--- src/rtl/rv32_bus_pkg.sv ---
// Shared types and helpers for the picorv32 bus fabric: FSM states, error
// cause codes and the address-to-region decode.
package rv32_bus_pkg;

  typedef enum logic [1:0] {
    IDLE,
    BUSY,
    ERR
  } bus_state_t;

  typedef enum logic [1:0] {
    CAUSE_NONE     = 2'b00,
    CAUSE_UNMAPPED = 2'b01,
    CAUSE_TIMEOUT  = 2'b10
  } err_cause_t;

  // Extracts the region field; widths of 32 or more keep the whole shifted word.
  function automatic logic [31:0] region_of(input logic [31:0] addr,
                                            input int unsigned sel_lsb = 28,
                                            input int unsigned sel_width = 4);
    logic [31:0] mask;
    mask = (sel_width >= 32) ? 32'hFFFF_FFFF : ((32'd1 << sel_width) - 32'd1);
    return (addr >> sel_lsb) & mask;
  endfunction

endpackage

--- src/rtl/rv32_bus_watchdog.sv ---
// Saturating stall timer for the bus fabric. Expires on the stalled cycle that
// would bring the count up to TIMEOUT_CYCLES.
module rv32_bus_watchdog #(
  parameter int TIMEOUT_CYCLES = 255
) (
  input  logic clk,
  input  logic reset_n,
  input  logic clear,
  input  logic enable,
  output logic expired
);

  localparam int W = $clog2(TIMEOUT_CYCLES + 1);
  localparam logic [W-1:0] LIMIT = W'(TIMEOUT_CYCLES);
  localparam logic [W-1:0] LAST  = W'(TIMEOUT_CYCLES - 1);

  logic [W-1:0] count;

  always_ff @(posedge clk or negedge reset_n) begin
    if (!reset_n)
      count <= '0;
    else if (clear)
      count <= '0;
    else if (enable && count != LIMIT)
      count <= count + 1'b1;
  end

  assign expired = enable && (count >= LAST);

endmodule

--- src/rtl/rv32_bus_fabric.sv ---
// Registered address decoder and response mux between picorv32 and its bus
// targets, with unmapped/timeout termination and sticky error capture.
module rv32_bus_fabric
  import rv32_bus_pkg::*;
#(
  parameter int          NUM_SLAVES     = 4,
  parameter int          SEL_LSB        = 28,
  parameter int          SEL_WIDTH      = 4,
  parameter int          TIMEOUT_CYCLES = 255,
  parameter logic [31:0] ERR_DATA       = 32'hDEADBEEF
) (
  input  logic                    clk,
  input  logic                    reset_n,
  input  logic                    rv32_valid,
  output logic                    rv32_ready,
  input  logic [31:0]             rv32_addr,
  output logic [31:0]             rv32_rdata,
  output logic [NUM_SLAVES-1:0]   slv_valid,
  input  logic [NUM_SLAVES-1:0]   slv_ready,
  input  logic [32*NUM_SLAVES-1:0] slv_rdata,
  output logic                    err_irq,
  input  logic                    err_clear,
  output logic [31:0]             err_addr,
  output logic [1:0]              err_cause
);

  localparam int SW = (NUM_SLAVES > 1) ? $clog2(NUM_SLAVES) : 1;

  bus_state_t  state, state_next;
  logic [SW-1:0] sel;
  logic [31:0] addr_q;
  logic [31:0] region;
  logic        mapped;
  logic        sel_ready;
  logic [31:0] sel_rdata;
  logic        expired;
  logic        err_entry;
  logic        err_flag;
  logic [31:0] entry_addr;
  err_cause_t  entry_cause;
  err_cause_t  cause_q;

  assign region = region_of(rv32_addr, SEL_LSB, SEL_WIDTH);
  assign mapped = region < 32'(NUM_SLAVES);

  always_comb begin
    sel_ready = 1'b0;
    sel_rdata = '0;
    for (int i = 0; i < NUM_SLAVES; i++) begin
      if (int'(sel) == i) begin
        sel_ready = slv_ready[i];
        sel_rdata = slv_rdata[32*i +: 32];
      end
    end
  end

  always_ff @(posedge clk or negedge reset_n) begin
    if (!reset_n)
      state <= IDLE;
    else
      state <= state_next;
  end

  // The address is sampled every idle cycle so the decode is registered.
  always_ff @(posedge clk or negedge reset_n) begin
    if (!reset_n) begin
      sel    <= '0;
      addr_q <= '0;
    end else if (state == IDLE) begin
      sel    <= region[SW-1:0];
      addr_q <= rv32_addr;
    end
  end

  always_comb begin
    state_next = state;
    case (state)
      IDLE: if (rv32_valid) state_next = mapped ? BUSY : ERR;
      BUSY: begin
        if (!rv32_valid || sel_ready)
          state_next = IDLE;
        else if (expired)
          state_next = ERR;
      end
      ERR:     state_next = IDLE;
      default: state_next = IDLE;
    endcase
  end

  always_comb begin
    rv32_ready = 1'b0;
    rv32_rdata = '0;
    slv_valid  = '0;
    case (state)
      BUSY: begin
        for (int i = 0; i < NUM_SLAVES; i++)
          slv_valid[i] = rv32_valid && (int'(sel) == i);
        rv32_ready = sel_ready;
        rv32_rdata = sel_rdata;
      end
      ERR: begin
        rv32_ready = 1'b1;
        rv32_rdata = ERR_DATA;
      end
      default: ;
    endcase
  end

  rv32_bus_watchdog #(
    .TIMEOUT_CYCLES(TIMEOUT_CYCLES)
  ) u_watchdog (
    .clk    (clk),
    .reset_n(reset_n),
    .clear  ((state == IDLE) && (state_next == BUSY)),
    .enable ((state == BUSY) && !sel_ready),
    .expired(expired)
  );

  assign err_entry   = (state != ERR) && (state_next == ERR);
  assign entry_cause = (state == IDLE) ? CAUSE_UNMAPPED : CAUSE_TIMEOUT;
  assign entry_addr  = (state == IDLE) ? rv32_addr : addr_q;

  // First error wins until cleared; a capture in the clearing cycle still lands.
  always_ff @(posedge clk or negedge reset_n) begin
    if (!reset_n) begin
      err_flag <= 1'b0;
      err_addr <= '0;
      cause_q  <= CAUSE_NONE;
    end else if (err_entry && (!err_flag || err_clear)) begin
      err_flag <= 1'b1;
      err_addr <= entry_addr;
      cause_q  <= entry_cause;
    end else if (err_clear) begin
      err_flag <= 1'b0;
      err_addr <= '0;
      cause_q  <= CAUSE_NONE;
    end
  end

  assign err_irq   = err_flag;
  assign err_cause = cause_q;

endmodule

--- config.mk ---
export PLATFORM = sky130hd
export DESIGN_NAME = rv32_bus_fabric
export DESIGN_NICKNAME = d
export VERILOG_FILES = /design/src/rtl/rv32_bus_pkg.sv /design/src/rtl/rv32_bus_watchdog.sv /design/src/rtl/rv32_bus_fabric.sv
export SDC_FILE = /design/constraint.sdc
export NUM_CORES = 1
export LEC_CHECK = 0
export ABC_CLOCK_PERIOD_IN_PS = 3800
export CORE_UTILIZATION = 40
export DETAILED_ROUTE_END_ITERATION = 10
export GPL_TIMING_DRIVEN = 0
export PLACE_DENSITY = 0.81
export SYNTH_ARGS = -nofsm -noshare
export SYNTH_HDL_FRONTEND = slang
export SYNTH_SLANG_ARGS = --single-unit
--- constraint.sdc ---
create_clock -name clk -period 3.8 [get_ports clk]
set_clock_uncertainty 0.2 [all_clocks]
set_input_delay 1.14 -clock clk [delete_from_list [all_inputs] [get_ports clk]]
set_output_delay 1.14 -clock clk [all_outputs]
set_load 0.005 [all_outputs]
# Word-level counts from Yosys, hierarchy flattened

Index checks and enable logic that the tools add are counted.

Reduce and logical (&&, ||, !) cells: 19
Multiply operators: 0
Bitwise logic cells: 0
Multiplexer cells: 26
Add/sub/neg operators: 1
Shifts and indexed selects: 0
Equal/unequal tests: 9
Div/mod/pow operators: 0
$lt $le $gt $ge: 2

Operators with widths:

| kind                  | number |
|---|---|
| $mux W32              | 7 |
| $pmux W32 S2          | 1 |
| $mux W8               | 2 |
| $mux W2               | 7 |
| $logic_and A1 B1 Y1   | 10 |
| $add A8 B1 Y8 const B | 1 |
| $eq A2 B2 Y1 const B  | 4 |
| $ge A8 B8 Y1 const B  | 1 |
| $ne A8 B8 Y1 const B  | 1 |
| $eq A2 B1 Y1 const B  | 3 |
| $mux W1               | 6 |
| $logic_not A2 Y1      | 2 |
| $lt A4 B3 Y1 const B  | 1 |
| $mux W4               | 1 |
| $pmux W2 S2           | 1 |
| $reduce_bool A2 Y1    | 2 |
| $logic_not A1 Y1      | 3 |
| $logic_or A1 B1 Y1    | 2 |
| $ne A2 B2 Y1 const B  | 1 |
| $pmux W1 S2           | 1 |

Bits in latches: 0
Input port bits: 168
Memories kept: 0
Register bits after elaboration: 79
Memory bits (read-only): 0
Logic and storage cells: 64
RAM bits: 0

# Depth between registers and ports, before layout

Gate-level depths: netlist of the first run.

Word-level depth: 15
Depth in mapped cells: 10
Gate-level depth less buffers: 7

# Modules after synthesis

Synthesis of the first run repeated with hierarchy kept, for this count alone.

Cell total of the unflattened synthesis: 377
Area, all modules: 4765.8 um^2

By module, submodules not included:

| module            | area each (um^2) | cells each | seq. area each (um^2) | times used |
|---|---|---|---|---|
| rv32_bus_fabric   | 4235.3           | 325        | 1776.7                | 1 |
| rv32_bus_watchdog | 530.5            | 52         | 200.2                 | 1 |

# Least setup slack after synthesis of the first run

No wires, ideal clock.

Path kind: register -> output
Start point: register sel[0]
End point: output port rv32_rdata[0]
Buffers on the path: 2
Data required time: 2.460 ns
Setup slack: 0.714 ns
Arrival: 1.746 ns
Stages on the path, launching flop included: 6
Cells stage by stage: dfrtp_1 buf_6 buf_1 mux4_2 nand3_1 nand2_1

Cells in the longest elaborated chain, start to end: 6
Elaborated cells between the ends (all ways): 9
Classes of those cells: 3 x eq/ne; 5 x mux; 1 x reduce/logical

RTL lines:

| element                  | line                  | source |
|---|---|---|
| start: declaration       | rv32_bus_fabric.sv:30 | `logic [SW-1:0] sel;` |
| start signal: assignment | rv32_bus_fabric.sv:70 | `sel <= region[SW-1:0];` |
| $logic_not A2 Y1         | rv32_bus_fabric.sv:50 | `if (int'(sel) == i) begin` |
| $mux W32 (3 in a row)    | rv32_bus_fabric.sv:50 |  |
| $mux W32 (*)             | rv32_bus_fabric.sv:50 |  |
| $pmux W32 S2 (*)         | rv32_bus_fabric.sv:94 | `case (state)` |
| end: declaration         | rv32_bus_fabric.sv:17 | `output logic [31:0] rv32_rdata,` |

Mark *: on every way between the ends. The rest lies on a longest branch, timed or not.

# Worst setup path after layout of the first run

Start point: input port slv_rdata[113]
End point: output port rv32_rdata[17]

Cells in the longest elaborated chain, start to end: 2

RTL lines:

| element            | line                  | source |
|---|---|---|
| start: declaration | rv32_bus_fabric.sv:20 | `input logic [32*NUM_SLAVES-1:0] slv_rdata,` |
| $mux W32           | rv32_bus_fabric.sv:50 |  |
| $pmux W32 S2       | rv32_bus_fabric.sv:94 |  |

Every way passes these cells.

==> results of run 1 <==
[layout by cell type (no fill, tap or decap), drive strengths merged, types with 5 or more instances in the layout]
cell type	instances
buf	15
mux4	32
mux2	65
ha	5
clkbuf	30
inv	9
nand2	33
clkdlybuf4s15	21
nor2	15
clkdlybuf4s50	203
nor2b	43
nand3	28
xnor2	6
o21ai	10
dlygate4sd2	9
dfrtp	79
[layout make-up]
| type | instances | area [sq um] |
|---|---|---|
| fillers | 890 | 3830 |
| inverters | 9 | 33.8 |
| flip-flops and latches | 79 | 1980 |
| clock buffers | 9 | 225 |
| repair buffers | 241 | 2390 |
| multi-input cells | 261 | 2530 |
| clock inverters | 7 | 50.0 |
| well taps | 143 | 179 |
| plain buffers | 28 | 151 |
[power by group]
| group | switching [mW] | internal [mW] | leakage, nW |
|---|---|---|---|
| clock network | 0.333 | 0.441 | 0.127 |
| logic | 1.05 | 1.46 | 2.13 |
| registers | 0.162 | 1.17 | 0.996 |
[timing repair]
action                     4_1_cts  5_1_grt
setup buffers                    1        0
pin swaps                        0        0
setup endpoints to repair       37       30
resized for setup               49       33
[worst register-to-register path: stages (launching register included)]
cell and delay, ns:
dfrtp_1 0.40, inv_1 0.10, ha_1 0.16, buf_1 0.40
nand3_1 0.23, o22ai_1 0.24, a21oi_1 0.16, or4_4 0.51
buf_6 0.16, buf_6 0.16, mux2_4 0.31
[worst min path at each step]
| stage | start | to |
|---|---|---|
| final | addr_q[26] | addr_q[26] |
| after global routing | addr_q[27] | addr_q[27] |
| after CTS | addr_q[27] | addr_q[27] |
| after detailed placement | addr_q[27] | addr_q[27] |
| after global placement | addr_q[0] | addr_q[0] |
| after floorplan | addr_q[0] | addr_q[0] |
[metrics by stage]
step           area (sq um)  power [mW]
2_1_floorplan          4660        2.90
3_3_place_gp           7230        3.82
3_5_place_dp           7260        3.92
4_1_cts                7520        4.65
5_1_grt                7540        4.92
6_report               7540        4.62
[flip-flops by register name, indices dropped and copies added, names as in the netlist]
name / flops
addr_q: 32
err_addr: 32
u_watchdog.count: 8
err_cause: 2
sel: 2
state: 2
err_irq: 1
[per-layer routing]
layer	vias to the layer above	global-route usage [%]
met4	0	6.00
met2	152	42.8
met3	15	8.05
met1	1926	25.3
li1	1848	-
met5	-	0
[logic make-up (layout without fill, tap and decap cells)]
family,count (synthesis),in the layout,share of synthesized area [%]
compound gates,17,17,2.63
flops,79,79,42.4
buf+inv,37,294,3.78
simple gates,133,133,14.6
xor+xnor,6,6,1.13
mux,100,100,34.1
fa+ha+maj,5,5,1.34
==> flow_metrics.py, run 1 <==
metrics = {
    "cts": {
        "h-tree-depth": 3,
        "cts_made_buffers": 9,
        "cts_sinks": 79,
        "clockBufferDepth": 2,
        "insertion_delay_ns": 0.33,
        "cts-root-buf": "clkbuf_16",
        "path_clk_slew_ns": 0.06,
        "cts_hold_buf": 0,
        "cts_tree": "built",
    },
    "routing": {
        "vias": 3941,
        "final_antenna_net_count": 0,
        "wirelength_um": 14300,
        "drt_iter0_drc": 229,
        "drtPass1Iterations": 4,
        "dr_wl_met2_um": 7270,
        "wl_per_cell_um": 18.4,
        "routed-wl-met3_um": 1360,
        "viasPerCell": 5.07,
        "drc_errors": 0,
        "dr.max_layer_used": "met4",
        "wl_met1_um": 5430,
    },
    "logic_synthesis": {
        "syn_area_per_cell_sq_um": 12.4,
        "synth.distinct_cells": 31,
        "ys_ff_latch": 79,
        "synthCells": 377,
        "syn_area_sq_um": 4660,
        "synth_nets": 550,
        "ys_top_cells_by_count": "dfrtp_1 (79), nor2b_1 (43), mux2_2 (36)",
        "yosys.cell_count.top_type": "dfrtp_1",
        "synthArstFlopShare_pct": 100,
        "synth-seq-area-share_pct": 42.4,
        "yosysTopAreaCellShare_pct": 42.4,
        "synth_largest_area_cell": "dfrtp_1",
        "ys.warnings.count": 0,
        "synth_ff_type": "dfrtp_1",
        "synth_edf_count": 0,
        "yosys-top-cells-area": "dfrtp_1 (42%), mux4_2 (15%), mux2_4 (9.3%)",
    },
    "cells_and_area": {
        "n_antenna_cell": 0,
        "nets": 802,
        "drive_gt1_share_pct": 22.2,
        "area_growth_pct": 61.6,
        "fin_util_pct": 66.3,
        "final_cells": 777,
    },
    "worst_setup_path": {
        "cp_max_fo": 1,
        "r2r_cells": 10,
        "cp_top_family": "buffers and inverters",
        "crit_required_ns": 2.46,
        "crit_start": "slv_rdata[113]",
        "endpoint_kind": "primary output",
        "path_cells": "clkdlybuf4s50_1 > mux4_2 > nor2b_1 > dlygate4sd2_1",
        "r2r_setup_slack_ns": 0.66,
        "critPathKind": "input pin to primary output",
        "arrival_ns": 2.43,
        "r2r_start": "state[1]",
        "cp_num_cells": 4,
        "path_buf_inv": 2,
        "r2r_end": "err_addr[20]",
        "cp-endpoint": "rv32_rdata[17]",
        "max_stage_delay_ns": 0.46,
        "cp-start-kind": "input pin",
        "slowest_stage": "mux4_2",
    },
    "worst_hold_path": {
        "hold_class": "flip-flop to flip-flop",
        "hold-path-cell-count": 1,
    },
    "timing": {
        "timing.hold.ws_ns": 0.296,
        "setup_tns_ns": 0,
        "slew_viol_final": 0,
        "tightest_slew_ns": 0.620,
        "period_share_pct": 99.1,
        "fmax_mhz": 266,
        "fin_crit_ns": 3.77,
        "fin_ws_ns": 0.0339,
        "setup_violations": 0,
        "relSlewSlack_pct": 58.3,
        "hold_viol": 0,
    },
    "grt": {
        "grt_pass1_wl_um": 21000,
        "grt_max_degree": 64,
        "overflow": 0,
        "antenna_found_initial": 0,
        "grt_usage_pct": 23.2,
        "first_global_vias": 4083,
    },
    "die": {
        "num_rows": 39,
        "start_util_pct": 41.0,
        "fp.dieArea_sq_um": 12100,
        "io_pins": 240,
        "fp.dieW_um": 110,
        "die_h_um": 110,
        "core_sq_um": 11400,
    },
    "pwr": {
        "irDropWorstVdd_uv": 442,
        "p_leak_nw": 3.25,
        "power.density_nw_per_um2": 613,
    },
    "placement": {
        "placed_cells": 760,
        "place.gp.congestion": 0.895,
        "dp_hpwl_um": 11200,
        "place_worst_setup_slack_ns": -0.232,
        "numPortBuffers": 239,
    },
    "outcome": {
        "status": "finished clean",
    },
    "flow_run": {
        "timing.max_cap.violations": 0,
    },
}
Power figures use the tool's default switching activity.
==> run 2, diff against run 1 <==
Settings changed: CORE_ASPECT_RATIO set to 0.75, REMOVE_ABC_BUFFERS set to 1.
==> flow_metrics.py, run 2 (synthesis gave the netlist of run 1 again) <==
metrics = {
    "outcome": {
        "status": "finished clean",
    },
    "cts": {
        "h-tree-depth": 3,
        "clockBufferDepth": 2,
        "cts_tree": "built",
        "cts_sinks": 79,
        "path_clk_slew_ns": 0.06,
        "cts_setup_buffers": 0,
        "cts_hold_buf": 0,
        "cts_made_buffers": 9,
        "insertion_delay_ns": 0.33,
        "cts-root-buf": "clkbuf_16",
    },
    "worst_setup_path": {
        "crit_required_ns": 2.46,
        "endpoint_kind": "primary output",
        "cp_max_fo": 1,
        "critPathKind": "input pin to primary output",
        "cp-start-kind": "input pin",
        "arrival_ns": 2.44,
    },
    "timing": {
        "fin_crit_ns": 3.78,
        "fin_ws_ns": 0.0161,
        "slew_viol_final": 0,
        "timing.hold.ws_ns": 0.294,
        "period_share_pct": 99.6,
        "rsz0062_at_grt": "yes",
        "relSlewSlack_pct": 45.5,
        "hold_viol": 0,
        "fmax_mhz": 264,
        "setup_violations": 0,
        "tightest_slew_ns": 0.818,
    },
    "placement": {
        "place_area_sq_um": 7190,
        "dp_hpwl_um": 10800,
        "place_worst_setup_slack_ns": -0.404,
        "numPortBuffers": 239,
        "place.gp.congestion": 0.856,
    },
    "routing": {
        "drtPass1Iterations": 6,
        "viasPerCell": 5.28,
        "final_antenna_net_count": 0,
        "drt_iter0_drc": 156,
        "drc_errors": 0,
        "vias": 3953,
        "wirelength_um": 14400,
        "wl_per_cell_um": 19.2,
    },
    "die": {
        "die_h_um": 95.5,
        "start_util_pct": 41.8,
        "fp.dieArea_sq_um": 12100,
        "core_sq_um": 11100,
        "fp.dieW_um": 127,
        "io_pins": 240,
        "num_rows": 33,
    },
    "cells_and_area": {
        "area_growth_pct": 61.1,
        "fill_cells": 854,
        "regArea_sq_um": 1980,
        "layout_common_cells": "clkdlybuf4s50_1 (200), dfrtp_1 (77), nor2b_1 (43)",
        "design_area_sq_um": 7510,
        "layout_commonest_cell": "clkdlybuf4s50_1",
        "nets": 776,
        "multi_input_area_sq_um": 2570,
        "drive_gt1_share_pct": 22.7,
        "largest_registers": "addr_q x32, err_addr x32, u_watchdog.count x8",
    },
    "pwr": {
        "p_leak_nw": 3.25,
        "power.density_nw_per_um2": 625,
        "irDropWorstVdd_uv": 394,
    },
    "worst_hold_path": {
        "hold_class": "flip-flop to flip-flop",
    },
    "grt": {
        "antenna_found_initial": 1,
        "grt_pass1_wl_um": 22300,
        "first_global_vias": 4201,
        "overflow": 0,
        "grt_max_degree": 67,
        "grt_usage_pct": 24.4,
    },
    "flow_run": {
        "timing.max_cap.violations": 0,
    },
}
-- run 2: layout make-up --
| type | count | share of cell area [%] |
|---|---|---|
| flip-flops and latches | 79 | 26.4 |
| clock buffers | 10 | 3.18 |
| clock inverters | 6 | 0.916 |
| repair buffers | 243 | 32.5 |
| inverters | 9 | 0.450 |
| multi-input cells | 261 | 34.2 |
| well taps | 140 | 2.33 |
| diodes | 1 | 0.0333 |
-- run 2: worst paths after layout --
kind                                start       endpoint  slack [ns]  cells past startpoint
min                            addr_q[25]     addr_q[25]        0.29                      1
max reg2reg                        sel[1]   err_addr[16]        0.63                      5
max                        slv_rdata[100]  rv32_rdata[4]        0.02                      4
min in group asynchronous         reset_n     addr_q[10]        0.45                      1
max in group asynchronous         reset_n         sel[1]        2.36                      2
min reg2reg                    addr_q[25]     addr_q[25]        0.29                      1
-- run 2: worst max-delay path, cell delays in order --
cell and delay, ns:
clkdlybuf4s50_1 0.41, mux4_2 0.46, nor2b_1 0.14, dlygate4sd2_1 0.29
-- run 2: per-layer routing --
metal  track usage [%]  vias up  share of wire, %
li1                  -     1798                 -
met1              27.8     1995                40
met2              43.7      130                51
met3              8.14       30               6.3
met4              8.23        0               2.5
met5                 0        -                 0
-- run 2: through the flow --
| step | power, mW | std cells | TNS, ns | util (%) |
|---|---|---|---|---|
| floorplan | 2.82 | 349 | 0 | - |
| detailed placement | 3.90 | 732 | -11.94 | 64.5 |
| global placement | 3.76 | 728 | -140.50 | 63.6 |
| global route | 4.99 | 749 | -0.00328 | 67.4 |
| CTS | 4.70 | 748 | 0 | 67.0 |
| finish | 4.70 | 749 | 0 | 67.4 |
-- run 2: power breakdown --
part           switching, mW  internal [mW]
clock                  0.340          0.529
combinational          0.925           1.46
sequential             0.268           1.17
-- run 2: timing repair --
item                                    in CTS  in global routing
endpoints found under the setup margin      37                 28
pin swaps                                    1                  1
cloned                                       0                  0
resized for setup                           58                 25
==> edit: new RTL, config.mk and constraints of run 2 <==
Reset style: synchronous (`reset_n`), changed in 4 clocked blocks.
--- a/src/rtl/rv32_bus_watchdog.sv
+++ b/src/rtl/rv32_bus_watchdog.sv
@@ -17,5 +17,5 @@
   logic [W-1:0] count;
 
-  always_ff @(posedge clk or negedge reset_n) begin
+  always_ff @(posedge clk) begin
     if (!reset_n)
       count <= '0;
--- a/src/rtl/rv32_bus_fabric.sv
+++ b/src/rtl/rv32_bus_fabric.sv
@@ -55,5 +55,5 @@
   end
 
-  always_ff @(posedge clk or negedge reset_n) begin
+  always_ff @(posedge clk) begin
     if (!reset_n)
       state <= IDLE;
@@ -63,5 +63,5 @@
 
   // The address is sampled every idle cycle so the decode is registered.
-  always_ff @(posedge clk or negedge reset_n) begin
+  always_ff @(posedge clk) begin
     if (!reset_n) begin
       sel    <= '0;
@@ -122,5 +122,5 @@
 
   // First error wins until cleared; a capture in the clearing cycle still lands.
-  always_ff @(posedge clk or negedge reset_n) begin
+  always_ff @(posedge clk) begin
     if (!reset_n) begin
       err_flag <= 1'b0;
Behaviour: differs if reset_n is asserted again (counterexample within 4 cycles, from zero or initial values and one cycle with reset_n low); with reset_n held inactive, the same outputs for 4 cycles.
==> edit against run 2 <==
- setup slack gained 0.0052 ns
- area after synthesis shrank 7.0%
- wire length shrank 2.4%
- design area fell by 4.5%
- count of clock-buffer cells in the layout is 1 lower
- sequential cell count is the same
- core utilization up 1.5 points
Power is not compared: it rests on default switching activity, and its combinational part moved more than twofold at a synthesized area within 25%.
==> edit: results (changes against run 2) <==
** Run status
- Run status :: finished, final reports clean

** Placement
- The routability congestion estimate from global placement is 0.918 (+7.2%).
- The half-perimeter wire length after placement was 11100 um (+2.5%).

** Synthesis
- Post-synthesis share of cell area spent on full adders, half adders and majority gates :: 1.44% (+0.10 points)
- Number of unique standard cell types used by synthesis :: 35 (+13%)
- The portion of the post-synthesis area used by sequential elements is 36.5% (-5.9 points).
- Async S/R FF share, synth :: 0% (-100 points)
- The post-synthesis share of cell area spent on xor and xnor gates came to 1.21% (+0.085 points).
- Synth top cells by count :: sky130_fd_sc_hd__dfxtp_1 (79), sky130_fd_sc_hd__nand2_1 (61), sky130_fd_sc_hd__and2_1 (45), sky130_fd_sc_hd__nor2b_1 (38), sky130_fd_sc_hd__mux2i_1 (35)
- The compound-gate portion of the synthesized area came to 3.17% (+0.54 points).
- Mux share of post-synthesis cell area :: 33.3% (-0.87 points)

** Drt
- The first-pass detailed-route iteration total came to 4 (-2).
- DRT iter0 DRCs :: 145 (-7.1%)
- The number of vias in the routed layout was 4022 (+1.7%).

** STA
- The relative max-transition margin came to 18.1% (-27 points).
- Worst hold margin :: 0.268 ns (-0.0262 ns)

** Finish
- Antenna Cells :: 0 (-1)
- The number of nets at the end of the flow came to 817 (+5.3%).
- The number of filler cells placed in the layout came to 791 (-7.4%).
- The share of post-route cells with drive strength above 1 is 16.8% (-5.9 points).

** Worst setup path
- In this run the critical register-to-register path is captured at err_addr[1].
- Startpoint of the lowest-slack register-to-register path :: sel[1]

** Min path
- For hold timing, the worst endpoint is err_cause[0].
- The worst hold path begins at err_cause[0].

** Global routing
- Pin count of the biggest net entering global routing :: 42 (-37%)
- Antenna violations before repair :: 0 (-1)
- GRT Total Usage :: 24.5% (+0.083 points)
-- edit: cell type report --
| type | count | area, um2 | area share, % |
|---|---|---|---|
| clock buffer | 9 | 225 | 3.14 |
| clock inverter | 7 | 121 | 1.69 |
| inverter | 5 | 18.8 | 0.262 |
| multi-input combinational | 303 | 2610 | 36.5 |
| sequential | 79 | 1580 | 22.1 |
| tap | 136 | 170 | 2.37 |
| timing repair buffer | 246 | 2440 | 34.0 |
-- edit: worst max path at each step --
stage	start	end	slack, ns	depth (start not counted)
floorplan	sel[0]	err_addr[0]	-0.35	5
global placement	state[0]	err_addr[21]	-1.44	7
detailed placement	slv_ready[0]	err_addr[1]	-0.34	8
CTS	slv_rdata[109]	rv32_rdata[13]	0.005	5
global route	slv_rdata[119]	rv32_rdata[23]	0.0006	5
finish	slv_rdata[120]	rv32_rdata[24]	0.02	4
-- edit: kinds of logic (layout without fill, tap and decap cells) --
group | count (synthesis) | in the layout
xor+xnor | 6 | 6
simple gates | 173 | 173
mux | 100 | 100
compound gates | 19 | 19
flops | 79 | 79
fa+ha+maj | 5 | 5
buf+inv | 33 | 267
-- edit: power breakdown --
part | switching (mW) | internal (mW) | total (mW)
clock network | 0.331 | 0.643 | 0.974
registers | 0.0373 | 0.888 | 0.925
logic | 0.195 | 0.385 | 0.579
total | 0.563 | 1.92 | 2.48
-- edit: critical path, delay by kind of cell --
kind	cells	cell delay [ns]
muxes	1	0.46
and+or+nand+nor	1	0.16
buffers and inverters	2	0.68
-- edit: metrics by stage --
stage	TNS [ns]	area (um2)	setup slack [ns]	std cells	power (mW)
3_5_place_dp	-12.53	6880	-0.336	768	1.53
3_3_place_gp	-73.80	6770	-1.44	762	1.50
4_1_cts	0	7190	0.00468	785	2.51
6_report	0	7170	0.0213	785	2.48
5_1_grt	0	7170	0.000613	785	2.59
2_1_floorplan	-11.51	4200	-0.351	387	1.19
-- edit: per-layer routing --
layer	vias up	global-route usage, %	wire [um]
met5	-	0	0
met4	0	8.84	291
met3	26	8.71	1340
met2	166	42.3	6840
met1	1929	27.6	5560
li1	1901	-	-
-- edit: what timing repair did --
item / 4_1_cts / 5_1_grt
setup buffers: 1 / 0
pin swaps: 1 / 0
gates resized for setup: 56 / 25
setup endpoints to repair: 38 / 23
gates cloned: 0 / 0
